### config.mk
export PLATFORM = sky130hd
export DESIGN_NAME = registers
export DESIGN_NICKNAME = d
export VERILOG_FILES = /design/src/rtl/registers_pkg.sv /design/src/rtl/registers.sv
export SDC_FILE = /design/constraint.sdc
export NUM_CORES = 1
export LEC_CHECK = 0
export ABC_CLOCK_PERIOD_IN_PS = 7150
export BUFFER_PORTS_ARGS = -buffer_cell sky130_fd_sc_hd__clkbuf_2
export CAP_MARGIN = 20
export CORE_MARGIN = 4
export CORE_UTILIZATION = 30
export CTS_BUF_LIST = sky130_fd_sc_hd__clkbuf_8
export DETAILED_ROUTE_END_ITERATION = 12
export PLACE_DENSITY_LB_ADDON = 0.08
export SYNTH_ARGS = -nofsm -noshare
export SYNTH_HDL_FRONTEND = slang
export SYNTH_SLANG_ARGS = --single-unit
export TNS_END_PERCENT = 50
### constraint.sdc
create_clock -name clk -period 7.15 [get_ports clk]
set_input_delay 1.0725 -clock clk [delete_from_list [all_inputs] [get_ports clk]]
set_output_delay 1.0725 -clock clk [all_outputs]
set_load 0.02 [all_outputs]
### src/rtl/registers_pkg.sv
// -----------------------------------------------------------------------------
// registers_pkg
//   Shared constants and decode helpers for the four-entry register file.
//   Upstream writeback logic imports this package to drive WR_NONE when a
//   write must be suppressed, so it needs no separate write-enable.
// -----------------------------------------------------------------------------
package registers_pkg;

  localparam int NUM_REGS  = 4;
  localparam int REG_IDX_W = 2;
  localparam int WR_CODE_W = 3;

  // Canonical "no write" destination code. Any code with the top bit set
  // (4..7) suppresses the write, but drivers should use this one.
  localparam logic [WR_CODE_W-1:0] WR_NONE = 3'd4;

  // A destination code requests a write only when its top bit is clear.
  function automatic logic wr_en(input logic [WR_CODE_W-1:0] code);
    return ~code[WR_CODE_W-1];
  endfunction

  // Register index carried in the low bits of a destination code.
  function automatic logic [REG_IDX_W-1:0] wr_idx(input logic [WR_CODE_W-1:0] code);
    return code[REG_IDX_W-1:0];
  endfunction

endpackage

### src/rtl/registers.sv
// -----------------------------------------------------------------------------
// registers
//   Four N-bit general-purpose registers with two combinational read ports
//   and one synchronous write port.
//
//   Ports
//     clk  in   rising-edge clock for all state updates
//     rst  in   synchronous active-high reset; clears R0..R3, beats a write
//     r1   in   read port 1 index (0..3)
//     r2   in   read port 2 index (0..3)
//     w1   in   write destination code: 0..3 writes R[w1], 4..7 no write
//     w    in   write data
//     v1   out  R[r1], combinational
//     v2   out  R[r2], combinational
//
//   There is no write-to-read bypass: a read of the register being written
//   shows the old value until the edge. R0 is an ordinary register.
// -----------------------------------------------------------------------------
module registers
  import registers_pkg::*;
#(
  parameter int N = 32
) (
  input  logic                 clk,
  input  logic                 rst,
  input  logic [REG_IDX_W-1:0] r1,
  input  logic [REG_IDX_W-1:0] r2,
  input  logic [WR_CODE_W-1:0] w1,
  input  logic [N-1:0]         w,
  output logic [N-1:0]         v1,
  output logic [N-1:0]         v2
);

  logic [N-1:0] regs [NUM_REGS];

  // Write port: reset clears every entry and discards a same-cycle write.
  always_ff @(posedge clk) begin
    if (rst) begin
      for (int i = 0; i < NUM_REGS; i++) begin
        regs[i] <= '0;
      end
    end else if (wr_en(w1)) begin
      regs[wr_idx(w1)] <= w;
    end
  end

  // Read ports: plain muxes on the stored state.
  assign v1 = regs[r1];
  assign v2 = regs[r2];

endmodule

==> results.md <==
- Status: completed
- Die Wd: 154 µm
- Final hold vios: 0
- Slew HR: between 30% and 40%
- Synthesized net count: 400
- Endpoint of the worst hold path: regs[0][6]$_SDFFCE_PN0P_
- Placed Area: 7190 µm²
- Worst Setup SP: r2[0]
- WP buf/inv: 3
- DR DRC count: 0
- Layout Area Growth over Synthesis: 18.7%
- VDD IR max: 0.0932 mV
- Post-cts sizing count: 0
- Register area share after synthesis: approximately 60%
- Detail Placement HPWL: roughly 9.4 mm
- IO Port Bufs: 104
- Postcts setup bufs: 0
- Final setup fails: 0
- Final Cycle Share: 51.1%
- Final nets: around 500
- Crit. path cell count: 4
- Io pins: between 100 and 150
- N_diodes: 0
- CP max-delay cell: mux4_2
- Multi-input gate area: 2410 µm²
- RSZ-0062 raised after global routing: no
- Largest net degree at the start of global routing: 33
- CTS Buffer Depth: 2
- Hold Crit Class: in2reg
- Die Ht: 154 µm
- CTS tree: done
- Num CTS Buffers: 17
- Fillers: slightly above 2,000
- Via density per instance: 4.80
- Root buf cell: clkbuf_8
- Worst hold margin: 955 ps
- Syn Std Cell Area: 6370 µm²
- Drt pass-1 iters: 4
- GPL Wtd Cong: 0.709
- Commonest non-fill, non-tap cell in the layout: edfxtp_1
- FF+latch count, synth: about 130
- Hold buffers post-CTS: 0
- Fmax: 0.273 GHz
- Max Slew Vio Count: 0
- Max cap viols: 0
- Layout cells sized above 1: between 40% and 50%
- Crit path kind: in2out
- Clk sink count: 128
- Overflow after GRT: 0
- H-tree depth: 4
- Minimum clock period: 3660 ps
- Pwr Total: 1.81 mW
- Core Area: 21,000 µm²
- Clock-pin transition on the worst setup and hold timing paths: about 70 ps
- Sequential cell area: 3840 µm²
- First-pass GRT wire length: 24.3 mm
- Post-route cell area: roughly 7600 µm²
- Number of flip-flops under the largest register name: 128
- Startpoint types: primary input
- Number of global-route vias before repair: 3,962
- Commonest non-fill, non-tap cells in the layout: edfxtp_1, and2_1, clkbuf_2
- Actual slew at the worst max-slew pin: 1040 ps
- Min-Delay Path Depth: 2
- Post-synth cell types: 18
- Wirelength, routed: 16.3 mm
- Largest reg by FF count: regs
- Total Routing Usage GR: 14.1%
- Most frequent CP cell: clkbuf_2
- Initial antenna violation count: 0
- Crit path cell chain: clkbuf_2, buf_4, mux4_2, clkbuf_2
- First-iteration detailed-routing DRC count: 235
- WP data required: 6080 ps
- CP max FO: 32
- Vias after detailed routing: 3,583
- Leakage: 2.78 nW
- Pwr/cell area: 239 nW/µm²
- CP Capture Type: primary output
- Avg Synthesized Cell Area: 17.8 µm²
- Top flop regs: regs (128)
- CP arrival: 2580 ps
- Hold Startpoint: w[6]
- Starting Density: between 30% and 40%
- Synth Instances: 359
- Routed Antenna Nets: 0
- TNS Setup: 0 ps
- DR WL/cell: 21.8 µm
- Top Family by Delay on Critical Path: buffers and inverters
- Standard-cell rows: 53
- Synth warn: 0
- Die area: 23,600 µm²
- CP max stage delay: 640 ps
[logic make-up after synthesis]
kind of cell / count (synthesis) / share of synthesized area [%]
simple gates: 138 / 14.7
mux: 64 / 22.6
flops: 128 / 60.3
buf+inv: 27 / 2.14
compound gates: 2 / 0.255
[layer usage]
metal | vias up | GRT usage, % | part of all wire (%)
li1 | 1602 | - | -
met1 | 1855 | 17.9 | 43
met2 | 118 | 24.0 | 51
met3 | 8 | 3.97 | 5.2
met4 | 0 | 3.28 | 0.69
met5 | - | 0 | 0
[metrics by stage]
stage / cells / util (%) / setup slack [ps]
2_1_floorplan: 359 / - / 3910
3_3_place_gp: 717 / 34.2 / 3450
3_5_place_dp: 718 / 34.3 / 3450
4_1_cts: 746 / 36.0 / 3450
5_1_grt: 747 / 36.1 / 3370
6_report: 747 / 36.1 / 3490
[worst max path at each step]
stage                           end
2_1_floorplan  regs[3][0]$_DFFE_PP_
3_3_place_gp                 v2[31]
3_5_place_dp                 v2[31]
4_1_cts                      v2[31]
5_1_grt                      v2[30]
6_report                     v2[17]
[power by group]
group          leakage (nW)  switching (mW)  internal, mW
sequential             1.26          0.0254         0.888
clock                 0.187           0.275         0.330
combinational          1.34           0.168         0.121
total                  2.78           0.468          1.34
[cells in the mapped netlist]
cell type  instances  area, µm²
buf_1              6       22.5
nor4_4             1       21.3
edfxtp_1         128       3840
nor3b_1            1       7.51
and2_2            25        188
a21o_2             1       8.76
clkbuf_1           3       11.3
nand2_1            1       3.75
nor4b_4            2       47.6
and2_1           103        644
buf_4              5       37.5
buf_2              4       20.0
mux4_2            64       1440
clkbuf_2           9       45.0
nor2_1             2       7.51
nor3_1             1       5.00
or2_2              2       12.5
o21bai_1           1       7.51
[layout make-up]
| class | count | share of cell area, % |
|---|---|---|
| tap | 275 | 4.55 |
| clock buffer | 17 | 3.09 |
| multi-input combinational | 204 | 31.9 |
| timing repair buffer | 112 | 8.00 |
| sequential | 128 | 50.8 |
| clock inverter | 11 | 1.65 |
(Power assumes the default switching activity.)
